File: src/rtl/mcs_bus_bridge.sv
// mcs_bus_bridge: MicroBlaze MCS IO bus to FPro chip-select bridge with
// per-region stall, read latency, timeout abort and a sticky error flag.
module mcs_bus_bridge #(
  parameter logic [31:0] BRG_BASE       = 32'hC000_0000,
  parameter int          NUM_REGIONS    = 2,
  parameter int          RD_LATENCY     = 1,
  parameter int          TIMEOUT_CYCLES = 16
) (
  input  logic                      clk,
  input  logic                      reset_n,
  input  logic                      io_addr_strobe,
  input  logic                      io_read_strobe,
  input  logic                      io_write_strobe,
  input  logic [3:0]                io_byte_enable,
  input  logic [31:0]               io_address,
  input  logic [31:0]               io_write_data,
  output logic [31:0]               io_read_data,
  output logic                      io_ready,
  output logic [NUM_REGIONS-1:0]    fp_cs,
  output logic                      fp_rd,
  output logic                      fp_wr,
  output logic [19:0]               fp_addr,
  output logic [31:0]               fp_wr_data,
  output logic [3:0]                fp_be,
  input  logic [32*NUM_REGIONS-1:0] fp_rd_data,
  input  logic [NUM_REGIONS-1:0]    fp_wait,
  input  logic                      err_clr,
  output logic                      bus_err
);
  typedef enum logic [1:0] {IDLE, ACCESS, WAIT, DONE} state_t;
  state_t state, nxt;
  logic [1:0] region;
  logic wr_q, err_q;
  logic [2:0] lat_cnt;
  logic [7:0] wait_cnt;
  logic [31:0] rdata;
  logic [NUM_REGIONS-1:0] cs_mask;
  logic sel_wait;
  logic [31:0] sel_data;
  logic start, valid, done_ok, tmo;
  assign start = state == IDLE && io_addr_strobe;
  assign valid = (io_read_strobe ^ io_write_strobe) && io_address[31:24] == BRG_BASE[31:24]
                 && {1'b0, io_address[23:22]} < 3'(NUM_REGIONS);
  always_comb begin
    cs_mask  = '0;
    sel_wait = 1'b0;
    sel_data = '0;
    for (int r = 0; r < NUM_REGIONS; r++) begin
      cs_mask[r] = region == 2'(r);
      sel_wait   = sel_wait | (cs_mask[r] & fp_wait[r]);
      sel_data   = sel_data | ({32{cs_mask[r]}} & fp_rd_data[32*r +: 32]);
    end
  end
  assign done_ok = state == WAIT && lat_cnt == 3'd0 && !sel_wait;
  assign tmo     = state == WAIT && !done_ok && wait_cnt == 8'(TIMEOUT_CYCLES - 1);
  always_ff @(posedge clk or negedge reset_n)
    if (!reset_n) state <= IDLE;
    else state <= nxt;
  // Rejected requests still pass through ACCESS (with every strobe gated off)
  // so error completions share the same two-cycle response slot.
  always_comb begin
    nxt = state == IDLE   ? (io_addr_strobe ? ACCESS : IDLE) :
          state == ACCESS ? (err_q ? DONE : WAIT) :
          state == WAIT   ? (done_ok || tmo ? DONE : WAIT) : IDLE;
  end
  always_comb begin
    io_ready     = state == DONE;
    io_read_data = rdata;
    fp_cs        = (state == ACCESS || state == WAIT) && !err_q ? cs_mask : '0;
    fp_rd        = state == ACCESS && !err_q && !wr_q;
    fp_wr        = state == ACCESS && !err_q && wr_q;
  end
  always_ff @(posedge clk or negedge reset_n)
    if (!reset_n) begin
      region     <= '0;
      wr_q       <= 1'b0;
      err_q      <= 1'b0;
      lat_cnt    <= '0;
      wait_cnt   <= '0;
      rdata      <= '0;
      fp_addr    <= '0;
      fp_wr_data <= '0;
      fp_be      <= '0;
      bus_err    <= 1'b0;
    end else begin
      if (start) begin
        err_q <= !valid;
        rdata <= '0;
        if (valid) begin
          region     <= io_address[23:22];
          wr_q       <= io_write_strobe;
          fp_addr    <= io_address[21:2];
          fp_wr_data <= io_write_data;
          fp_be      <= io_byte_enable;
        end
      end
      if (state == ACCESS) begin
        lat_cnt  <= wr_q ? 3'd0 : 3'(RD_LATENCY - 1);
        wait_cnt <= '0;
      end
      if (state == WAIT) begin
        lat_cnt  <= lat_cnt == 3'd0 ? 3'd0 : lat_cnt - 3'd1;
        wait_cnt <= wait_cnt + 8'd1;
        if (done_ok) rdata <= wr_q ? 32'h0 : sel_data;
        else if (tmo) rdata <= wr_q ? 32'h0 : 32'hDEAD_BEEF;
      end
      bus_err <= (start && !valid) || tmo ? 1'b1 : err_clr ? 1'b0 : bus_err;
    end
endmodule

File: config.mk
export PLATFORM = sky130hd
export DESIGN_NAME = mcs_bus_bridge
export DESIGN_NICKNAME = d
export VERILOG_FILES = /design/src/rtl/mcs_bus_bridge.sv
export SDC_FILE = /design/constraint.sdc
export NUM_CORES = 1
export LEC_CHECK = 0
export BUFFER_PORTS_ARGS = -buffer_cell sky130_fd_sc_hd__buf_4
export CORE_MARGIN = 8
export CORE_UTILIZATION = 46
export CTS_CLUSTER_DIAMETER = 80
export DETAILED_ROUTE_END_ITERATION = 10
export HOLD_SLACK_MARGIN = 0.02
export PLACE_DENSITY_LB_ADDON = 0.08
export REMOVE_ABC_BUFFERS = 1
export SETUP_SLACK_MARGIN = 0.1
export SLEW_MARGIN = 20
export SYNTH_ARGS = -nofsm -noshare
export SYNTH_HDL_FRONTEND = slang
export SYNTH_SLANG_ARGS = --single-unit
export TNS_END_PERCENT = 100
File: constraint.sdc
create_clock -name clk -period 2.5 [get_ports clk]
set_input_delay 0 -clock clk [delete_from_list [all_inputs] [get_ports clk]]
set_output_delay 0 -clock clk [all_outputs]
set_load 0.01 [all_outputs]
==> results of run 1 <==
per-stage QoR:
| step | cells | total power [W] |
|---|---|---|
| finish | 853 | 0.005110 |
| global route | 853 | 0.005397 |
| CTS | 846 | 0.005112 |
| detailed placement | 710 | 0.003791 |
| global placement | 709 | 0.003737 |
| floorplan | 335 | 0.002940 |
power by group:
group	switching, W	total, W	internal [W]
clock network	0.000600	0.00117	0.000574
registers	0.000184	0.00218	0.00200
logic	0.000836	0.00175	0.000916
total	0.00162	0.00511	0.00349
synth_stat cells (2+ instances only):
cell type / instances / area share
sky130_fd_sc_hd__dfrtp_1: 106 / 0.56
sky130_fd_sc_hd__mux2_2: 58 / 0.14
sky130_fd_sc_hd__mux2i_1: 36 / 0.076
sky130_fd_sc_hd__nor2_1: 31 / 0.025
sky130_fd_sc_hd__a211o_1: 24 / 0.045
sky130_fd_sc_hd__buf_6: 10 / 0.024
sky130_fd_sc_hd__inv_1: 9 / 0.0072
sky130_fd_sc_hd__o2bb2ai_1: 9 / 0.017
sky130_fd_sc_hd__nand2_1: 8 / 0.0064
sky130_fd_sc_hd__a21oi_1: 6 / 0.0064
sky130_fd_sc_hd__o21ai_0: 6 / 0.0064
sky130_fd_sc_hd__ha_1: 5 / 0.013
sky130_fd_sc_hd__nand3_1: 5 / 0.0053
sky130_fd_sc_hd__nor3_1: 5 / 0.0053
sky130_fd_sc_hd__buf_4: 4 / 0.0064
sky130_fd_sc_hd__clkbuf_1: 4 / 0.0032
sky130_fd_sc_hd__a22o_1: 3 / 0.0056
sky130_fd_sc_hd__and3_1: 3 / 0.0040
sky130_fd_sc_hd__buf_1: 3 / 0.0024
sky130_fd_sc_hd__nand4_1: 3 / 0.0040
sky130_fd_sc_hd__nor4b_4: 2 / 0.010
sky130_fd_sc_hd__xor2_1: 2 / 0.0037
metal layers:
| layer | vias to the layer above | global-route usage | wire length [µm] |
|---|---|---|---|
| met5 | - | 0 | 0 |
| met4 | 0 | 0.07338 | 363 |
| met3 | 27 | 0.08774 | 1781 |
| met2 | 186 | 0.3899 | 7793 |
| met1 | 2099 | 0.2637 | 5955 |
| li1 | 1986 | - | - |
registers in the layout, indices dropped and copies added (netlist names):
name and cells:
lat_cnt 3, fp_addr 20, fp_wr_data 32, state 2
wait_cnt 8, fp_be 4, bus_err 1, wr_q 1
region 2, err_q 1, io_read_data 32
kinds of logic after synthesis:
group / after synthesis
fa+ha+maj: 5
simple gates: 67
xor+xnor: 3
compound gates: 51
mux: 94
flops: 106
buf+inv: 30
layout make-up:
class,count,area [µm²]
repair buffers,365,3057
flip-flops and latches,106,2654
fillers,584,2138
multi-input cells,220,1861
well taps,136,170.2
clock buffers,9,123.9
clock inverters,7,98.84
inverters,9,33.78
diodes,1,2.502
timing repair:
action / CTS / global route
setup buffers: 0 / 6
endpoints found under the hold margin: 139 / 0
endpoints found under the setup margin: 0 / 5
resized for setup: 0 / 0
hold buffers: 120 / 0
worst max-delay path, cell delays in order, from the launching register on:
cell and delay [ns]:
sky130_fd_sc_hd__dfrtp_2 0.40, sky130_fd_sc_hd__buf_4 0.50, sky130_fd_sc_hd__mux2i_1 0.28, sky130_fd_sc_hd__dlygate4sd3_1 0.61, sky130_fd_sc_hd__nor2_1 0.06, sky130_fd_sc_hd__a211o_1 0.24
worst min-delay path by stage:
stage                     slack (ns)  depth (start not counted)               end
after floorplan                -0.30                          0           bus_err
after global routing            0.04                          4  io_read_data[23]
after CTS                       0.02                          4  io_read_data[27]
final                           0.05                          4  io_read_data[27]
after global placement          0.07                          1     fp_wr_data[7]
after detailed placement        0.06                          1     fp_wr_data[7]
==> results.ini, run 1 <==
[synth]
synth.yosys.seq_area_share = 0.5631
dominant_combinational_cell_family_by_area_after_synthesis = multiplexers
synth_seq_cells = 106
post_synth_and_or_nand_nor_area_fraction = 0.07517
synthDistinctLibCells = 36
postSynth.asyncResetShare = 1.000
synth-xor-area-share = 0.005578
yosysWarningCount = 0
synth_compound_area_frac = 0.08473
number_of_enable_type_register_cells_in_the_synthesized_netlist = 0
synthMuxAreaShare = 0.2151
synth_top_flop_cell = sky130_fd_sc_hd__dfrtp_1
synthAdderAreaFrac = 0.01328
synth.avg_cell_area_um2 = 13.23
netlist_area_before_placement_mm2 = 0.004711
synthCells = 356

[layout]
nNetsFinal = 856
most_frequent_standard_cell_in_the_layout_excluding_fill_and_tap_cells = sky130_fd_sc_hd__buf_4
final_core_util = 0.7891
finish.instance_area_mm2 = 0.008000
final_layout_size_suffix_gt1_frac = 0.4525
most-common-layout-cells = sky130_fd_sc_hd__buf_4, sky130_fd_sc_hd__dlygate4sd3_1, sky130_fd_sc_hd__dfrtp_1, sky130_fd_sc_hd__mux2_2, sky130_fd_sc_hd__mux2i_1
area_added_between_synthesis_and_finish_pct = 69.83

[sta]
final.period_utilization = 0.8812
tightest_slew_ns = 0.6445
finalWorstPathRequiredPeriod_ns = 2.203
setup-violations-final = 0
final.hold.worst_slack_ns = 0.04718
final_number_of_max_transition_violations = 0
maxSlewHeadroom = 0.5703
fmaxAchievable_ghz = 0.4539
final.setup.worst_slack_ns = 0.2970
fin_skew_ns = 0.01520
rsz0062_at_grt = false
final-hold-violation-count = 0
finalSetupTns_ns = 0

[routing]
final_routed_wire_length_divided_by_cell_count_um = 18.63
drt_iter0_markers = 196
via_per_inst = 5.039
route.final.wire_length_mm = 15.89
drc_errors = 0
route.antenna.remaining_nets = 0
routed_via_count = 4298
total_iterations_of_the_first_detailed_routing_run = 4

[critical_path]
endpoint_of_the_most_critical_setup_path = io_read_data[12]
critPathMaxFanout = 35
critPathLaunch = region[0]
r2r_cells = 5
crit-reg2reg-launch = region[0]
timing.rr.end = io_read_data[12]
worst_setup_ep_type = register
startpoint_type = register
reg2reg_slack_ns = 0.30
worst-setup-path-type = reg -> reg
data_required_critical_path_ns = 2.76
crit_arrival_ns = 2.46

[power]
pwr_density_cell_mw_per_mm2 = 638.8
vdd.ir_drop.worst_mv = 0.3460
power_leakage_nw = 4.133

[run]
cap_violations = 0

[global_route]
grt.total_usage = 0.2305
global_route.overflow_total = 0
grt_antenna_before_repair = 1
grt_pass1_wl_mm = 24.41
grt_max_degree = 61
grt_pass1_vias = 4669

[worst_hold_path]
hold_class = in -> reg
worstHoldStart = fp_rd_data[59]

[cts]
cts_tree = yes
numClockSinks = 106
h-tree-depth = 3
buffer_levels_on_the_longest_clock_path = 2
clock_tree.root_cell = sky130_fd_sc_hd__clkbuf_8
worst_setup_hold_path_clk_slew_ns = 0.11
number_of_buffers_inserted_during_clock_tree_synthesis = 9
worst_skew_pair.late_latency_ns = 0.36

[placed_design]
dpl.hpwl_mm = 10.21
finalWeightedCongestion = 0.8199
postPlaceCellArea_mm2 = 0.006529
port_buffers = 231
post-place-ws_ns = 0.2598

[floorplan]
die_w_um = 117.2
fp.coreArea_mm2 = 0.01014
initial_core_utilization = 0.4646
boundaryPins = 234
chipHeight_um = 117.2
placement_rows = 37
floorplan.die_area_mm2 = 0.01373

[outcome]
run_status = finished, final reports clean

Note: power is estimated with default switching activity, not from simulation.
==> run 2, diff against run 1 <==
- CORE_UTILIZATION: 46 -> 42
- PLACE_DENSITY: default -> 0.8
- PLACE_DENSITY_LB_ADDON: 0.08 -> default
- clock period: 2.5 -> 1.84 ns (I/O delays scaled with it)
==> results.ini, run 2 (same netlist as run 1, synthesis figures left out) <==
[sta]
final.period_utilization = 1.003  ; +0.1223
maxSlewHeadroom = 0.6219  ; +0.05154
fin_skew_ns = 0.009302  ; -0.005902 ns
finalWorstPathRequiredPeriod_ns = 1.846  ; -0.3566 ns
final.hold.worst_slack_ns = 0.07547  ; +0.02829 ns
final-hold-violation-count = 0  ; unchanged
tightest_slew_ns = 0.5672  ; -0.07731 ns
final_number_of_max_transition_violations = 0  ; unchanged
setup-violations-final = 4  ; +4
final.setup.worst_slack_ns = -0.006348  ; -0.3034 ns
rsz0062_at_grt = true
finalSetupTns_ns = -0.01540  ; -0.01540 ns
fmaxAchievable_ghz = 0.5416  ; +19%

[critical_path]
critPathMaxFanout = 7  ; -80%
data_required_critical_path_ns = 2.14  ; -0.62 ns
worst-setup-path-type = reg -> reg
worst_setup_ep_type = register
crit_arrival_ns = 2.15  ; -0.31 ns
startpoint_type = register

[layout]
most-common-layout-cells = sky130_fd_sc_hd__buf_4, sky130_fd_sc_hd__dlygate4sd3_1, sky130_fd_sc_hd__dfrtp_1, sky130_fd_sc_hd__mux2_2, sky130_fd_sc_hd__mux2i_1
final_layout_size_suffix_gt1_frac = 0.4980  ; +0.04548
final_core_util = 0.7888  ; about the same
area_added_between_synthesis_and_finish_pct = 82.31
multi_input_area_mm2 = 0.002074  ; +11%
fillCellCount = 587  ; +0.51%
reg_area_mm2 = 0.002654  ; unchanged
stdcell_count = 892  ; +4.6%
nNetsFinal = 887  ; +3.6%
most_frequent_standard_cell_in_the_layout_excluding_fill_and_tap_cells = sky130_fd_sc_hd__buf_4

[outcome]
violations = setup timing
run_status = finished with violations

[floorplan]
die_w_um = 121.9  ; +4.0%
placement_rows = 38  ; +2.7%
chipHeight_um = 121.9  ; +4.0%
fp.coreArea_mm2 = 0.01089  ; +7.4%
floorplan.die_area_mm2 = 0.01486  ; +8.2%
boundaryPins = 234  ; unchanged
initial_core_utilization = 0.4327  ; -0.03198

[run]
cap_violations = 0  ; unchanged

[power]
pwr_density_cell_mw_per_mm2 = 900.3  ; +41%
vdd.ir_drop.worst_mv = 0.6839  ; +98%
power_leakage_nw = 4.357  ; +5.4%

[cts]
worst_setup_hold_path_clk_slew_ns = 0.10  ; about the same
h-tree-depth = 3  ; unchanged
numClockSinks = 106  ; unchanged
cts_tree = yes
worst_skew_pair.late_latency_ns = 0.37  ; about the same
buffer_levels_on_the_longest_clock_path = 2  ; unchanged
clock_tree.root_cell = sky130_fd_sc_hd__clkbuf_8
number_of_buffers_inserted_during_clock_tree_synthesis = 9  ; unchanged

[placed_design]
post-place-ws_ns = -0.4353  ; -0.6951 ns
finalWeightedCongestion = 0.7910  ; -3.5%
dpl.hpwl_mm = 11.18  ; +9.4%
placed_cells_incl_taps = 729  ; +2.7%
port_buffers = 231  ; unchanged

[global_route]
global_route.overflow_total = 0  ; unchanged
grt_max_degree = 48  ; -21%
grt.total_usage = 0.2527  ; +0.02223
grt_pass1_vias = 5221  ; +12%
grt_antenna_before_repair = 4  ; +3
grt_pass1_wl_mm = 28.88  ; +18%

[routing]
route.antenna.remaining_nets = 0  ; unchanged
total_iterations_of_the_first_detailed_routing_run = 6  ; +2
via_per_inst = 5.147  ; +2.1%
drc_errors = 0  ; unchanged
routed_via_count = 4591  ; +6.8%
final_routed_wire_length_divided_by_cell_count_um = 22.12  ; +19%
drt_iter0_markers = 206  ; +5.1%
route.final.wire_length_mm = 19.73  ; +24%

[worst_hold_path]
hold_class = in -> reg

run 2: changes by cell type in the layout (fill, tap and decap cells not counted), sizes merged:
cell,before,now
dlygate4sd3,120,121
buf,245,270
nor4b,3,4
clkbuf,9,16
clkinv,1,4
clkinvlp,1,0
diode,1,5
inv,12,9
bufinv,2,0
run 2: layout make-up:
class | count | share of cell area
antenna | 5 | 0.001457
clock buffer | 12 | 0.01690
clock inverter | 4 | 0.003205
inverter | 9 | 0.004808
multi-input combinational | 221 | 0.2416
sequential | 106 | 0.3090
tap | 140 | 0.02040
timing repair buffer | 395 | 0.4027
run 2: stage by stage:
stage | instance area (µm²) | total power (W)
2_1_floorplan | 4542 | 0.003994
3_3_place_gp | 6693 | 0.005362
3_5_place_dp | 6693 | 0.005476
4_1_cts | 8252 | 0.007168
5_1_grt | 8586 | 0.008107
6_report | 8588 | 0.007732
run 2: where the power goes:
part	switching, W	internal (W)	total [W]	leakage (nW)
combinational	0.00152	0.00187	0.00339	2.83
clock	0.000823	0.000533	0.00136	0.0903
sequential	0.000272	0.00272	0.00299	1.44
run 2: timing repair:
action                                  in CTS  in global routing
pin swaps                                    4                 32
hold buffers                               121                  0
endpoints found under the hold margin      131                  0
buffers inserted                            10                  4
resized for setup                           15                 29
cloned                                       2                  5
endpoints found under the setup margin      92                 65
run 2: worst paths after layout:
check	slack, ns	start	cells after the start	end
setup / recovery	-0.006	state[1]	9	io_read_data[20]
setup reg to reg	-0.006	state[1]	9	io_read_data[20]
hold / removal	0.08	fp_rd_data[1]	4	io_read_data[1]
hold reg to reg	0.50	io_read_data[9]	1	io_read_data[9]
min in group asynchronous	0.16	reset_n	2	fp_wr_data[6]
max in group asynchronous	0.96	reset_n	3	region[0]
run 2: critical path: stages (launching register included):
cell and delay (ns):
sky130_fd_sc_hd__dfrtp_1 0.40, sky130_fd_sc_hd__buf_6 0.12, sky130_fd_sc_hd__ha_4 0.16, sky130_fd_sc_hd__buf_6 0.12, sky130_fd_sc_hd__and2_4 0.13, sky130_fd_sc_hd__nand4b_1 0.12
sky130_fd_sc_hd__and3_4 0.30, sky130_fd_sc_hd__buf_8 0.16, sky130_fd_sc_hd__buf_12 0.15, sky130_fd_sc_hd__o2bb2ai_2 0.11
run 2: metal layers:
layer	global-route usage	up-vias	share of wire
li1	-	2058	-
met1	0.2629	2257	0.35
met2	0.4407	232	0.52
met3	0.1041	44	0.10
met4	0.1079	0	0.024
met5	0	-	0
==> run 3, diff against run 2 <==
- RECOVER_POWER: default -> 25
==> results.ini, run 3 (same netlist as run 1, synthesis figures left out) <==
[critical_path]
crit_arrival_ns = 2.15  ; about the same
data_required_critical_path_ns = 2.14  ; about the same
timing.rr.end = io_read_data[20]
cpMostUsedCell = sky130_fd_sc_hd__buf_6
reg2reg_slack_ns = -0.006  ; about the same
cell_chain_of_the_critical_path = buf_6 -> ha_4 -> buf_6 -> and2_4 -> nand4b_1 -> and3_4 -> buf_8 -> buf_12 -> o2bb2ai_2
r2r_cells = 9  ; unchanged
critical-path-max-stage-delay_ns = 0.40  ; about the same
critPathTopFamily = buffers and inverters
crit-reg2reg-launch = state[1]
worst_setup_ep_type = register
worst-setup-path-type = reg -> reg
timing.critical_path.buf_inv = 4  ; unchanged
critPathMaxFanout = 7  ; unchanged
startpoint_type = register
critPathSlowestCell = sky130_fd_sc_hd__dfrtp_1

[routing]
route.final.wire_length_mm = 19.75  ; +0.11%
route.antenna.remaining_nets = 0  ; unchanged
drt_iter0_markers = 203  ; -1.5%
routed_via_count = 4586  ; -0.11%
dr.max_layer_used = met4
total_iterations_of_the_first_detailed_routing_run = 6  ; unchanged
routedLengthMet1_mm = 6.935  ; +0.13%
final_routed_wire_length_divided_by_cell_count_um = 22.14  ; +0.11%
met3RoutedLength_mm = 2.013  ; +0.55%
route.met2.wl_mm = 10.33  ; about the same
drc_errors = 0  ; unchanged
via_per_inst = 5.141  ; -0.11%

[cts]
worst_skew_pair.late_latency_ns = 0.37  ; about the same
number_of_buffers_inserted_during_clock_tree_synthesis = 9  ; unchanged
worst_setup_hold_path_clk_slew_ns = 0.10  ; about the same
cts_tree = yes
numClockSinks = 106  ; unchanged
buffer_levels_on_the_longest_clock_path = 2  ; unchanged
clock_tree.root_cell = sky130_fd_sc_hd__clkbuf_8
h-tree-depth = 3  ; unchanged

[worst_hold_path]
hold_class = in -> reg
timing.hold.worst_path_depth = 4  ; unchanged
worstHoldStart = fp_rd_data[1]
hold_end = io_read_data[1]

[floorplan]
die_w_um = 121.9  ; unchanged
fp.coreArea_mm2 = 0.01089  ; unchanged
initial_core_utilization = 0.4327  ; unchanged
placement_rows = 38  ; unchanged
floorplan.die_area_mm2 = 0.01486  ; unchanged
boundaryPins = 234  ; unchanged
chipHeight_um = 121.9  ; unchanged

[placed_design]
dpl.hpwl_mm = 11.18  ; unchanged
port_buffers = 231  ; unchanged
finalWeightedCongestion = 0.7910  ; unchanged
placed_cells_incl_taps = 729  ; unchanged

[sta]
rsz0062_at_grt = true
fmaxAchievable_ghz = 0.5416  ; about the same
final.period_utilization = 1.004  ; about the same
fin_skew_ns = 0.009453  ; +0.0001509 ns
setup-violations-final = 4  ; unchanged
finalWorstPathRequiredPeriod_ns = 1.846  ; +0.0001095 ns
final.setup.worst_slack_ns = -0.006458  ; -0.0001095 ns
final_number_of_max_transition_violations = 0  ; unchanged
final-hold-violation-count = 0  ; unchanged
maxSlewHeadroom = 0.2920  ; -0.3299
tightest_slew_ns = 1.062  ; +0.4948 ns

[layout]
stdcell_count = 892  ; unchanged
most-common-layout-cells = sky130_fd_sc_hd__buf_4, sky130_fd_sc_hd__dlygate4sd3_1, sky130_fd_sc_hd__dfrtp_1, sky130_fd_sc_hd__mux2_2, sky130_fd_sc_hd__mux2i_1
most_frequent_standard_cell_in_the_layout_excluding_fill_and_tap_cells = sky130_fd_sc_hd__buf_4
nNetsFinal = 887  ; unchanged
final_layout_size_suffix_gt1_frac = 0.4980  ; unchanged
area_added_between_synthesis_and_finish_pct = 81.99
fillCellCount = 590  ; +0.51%

[global_route]
global_route.overflow_total = 0  ; unchanged
grt_antenna_before_repair = 4  ; unchanged
grt_pass1_wl_mm = 28.88  ; unchanged
grt_max_degree = 48  ; unchanged
grt_pass1_vias = 5221  ; unchanged
grt.total_usage = 0.2527  ; unchanged

[outcome]
run_status = finished with violations
violations = setup timing

[power]
pwr_density_cell_mw_per_mm2 = 901.9  ; +0.17%
report.power.total_w = 0.007732  ; about the same
switching_share = 0.3381  ; +0.0004179
power.switching_w = 0.002614  ; +0.12%
intPower_w = 0.005117  ; about the same
power_leakage_nw = 4.352  ; -0.12%
pwr-share-clk = 0.175  ; about the same
part_of_the_power_in_registers = 0.387  ; about the same
vdd.ir_drop.worst_mv = 0.6840  ; about the same
power.combinational.fraction = 0.438  ; about the same

[run]
cap_violations = 0  ; unchanged

## run 3: changes by cell type in the layout (fill, tap and decap cells not counted)
cell and change:
sky130_fd_sc_hd__buf_12 -1, sky130_fd_sc_hd__clkbuf_2 +1
## run 3: worst max-delay path by stage
stage / startpoint / end / slack [ns] / depth (start not counted)
after floorplan: state[0] / region[0] / -1.01 / 5
after global placement: wait_cnt[0] / io_read_data[27] / -0.25 / 5
after detailed placement: wait_cnt[0] / io_read_data[6] / -0.44 / 5
after CTS: state[0] / io_read_data[3] / 0.06 / 7
after global routing: state[1] / io_read_data[20] / -0.07 / 9
final: state[1] / io_read_data[20] / -0.006 / 9
## run 3: what timing repair did
action | CTS | global route
endpoints found under the setup margin | 92 | 65
pin swaps | 4 | 32
cloned | 2 | 5
hold buffers | 121 | 0
endpoints found under the hold margin | 131 | 0
setup buffers | 10 | 4
resized for setup | 15 | 29
## run 3: final cells by class
cell class,instances,area [µm²],share of cell area
timing repair buffer,395,3443,0.4016
sequential,106,2654,0.3095
multi-input combinational,221,2074,0.2420
tap,140,175.2,0.02043
clock buffer,12,145.1,0.01693
inverter,9,41.29,0.004816
clock inverter,4,27.53,0.003211
antenna,5,12.51,0.001459
## run 3: layer usage
| metal | track usage | up-vias |
|---|---|---|
| li1 | - | 2059 |
| met1 | 0.2629 | 2248 |
| met2 | 0.4407 | 235 |
| met3 | 0.1041 | 44 |
| met4 | 0.1079 | 0 |
| met5 | 0 | - |
## run 3: power by group through the flow
stage	sequential [W]	clock, W	combinational (W)
floorplan	0.00313	0	0.000860
global placement	0.00297	0	0.00239
detailed placement	0.00299	0	0.00249
CTS	0.00295	0.00135	0.00287
global route	0.00303	0.00146	0.00361
finish	0.00299	0.00136	0.00339
## run 3: metrics by stage
stage | area [µm²] | utilization | setup slack, ns | setup TNS, ns | hold WS, ns
floorplan | 4542 | - | -1.011 | -88.80 | -0.2956
global placement | 6693 | 0.6147 | -0.2462 | -5.863 | 0.02193
detailed placement | 6693 | 0.6147 | -0.4353 | -10.28 | 0.02584
CTS | 8252 | 0.7579 | 0.06374 | 0 | 0.05184
global route | 8571 | 0.7872 | -0.06842 | -0.9787 | 0.1027
finish | 8573 | 0.7874 | -0.006458 | -0.01582 | 0.07543
## run 3: tightest hold or removal path, cell delays in order
cell                      delay (ns)
sky130_fd_sc_hd__buf_4          0.07
sky130_fd_sc_hd__mux2i_1        0.07
sky130_fd_sc_hd__nor2_1         0.15
sky130_fd_sc_hd__a211o_1        0.12
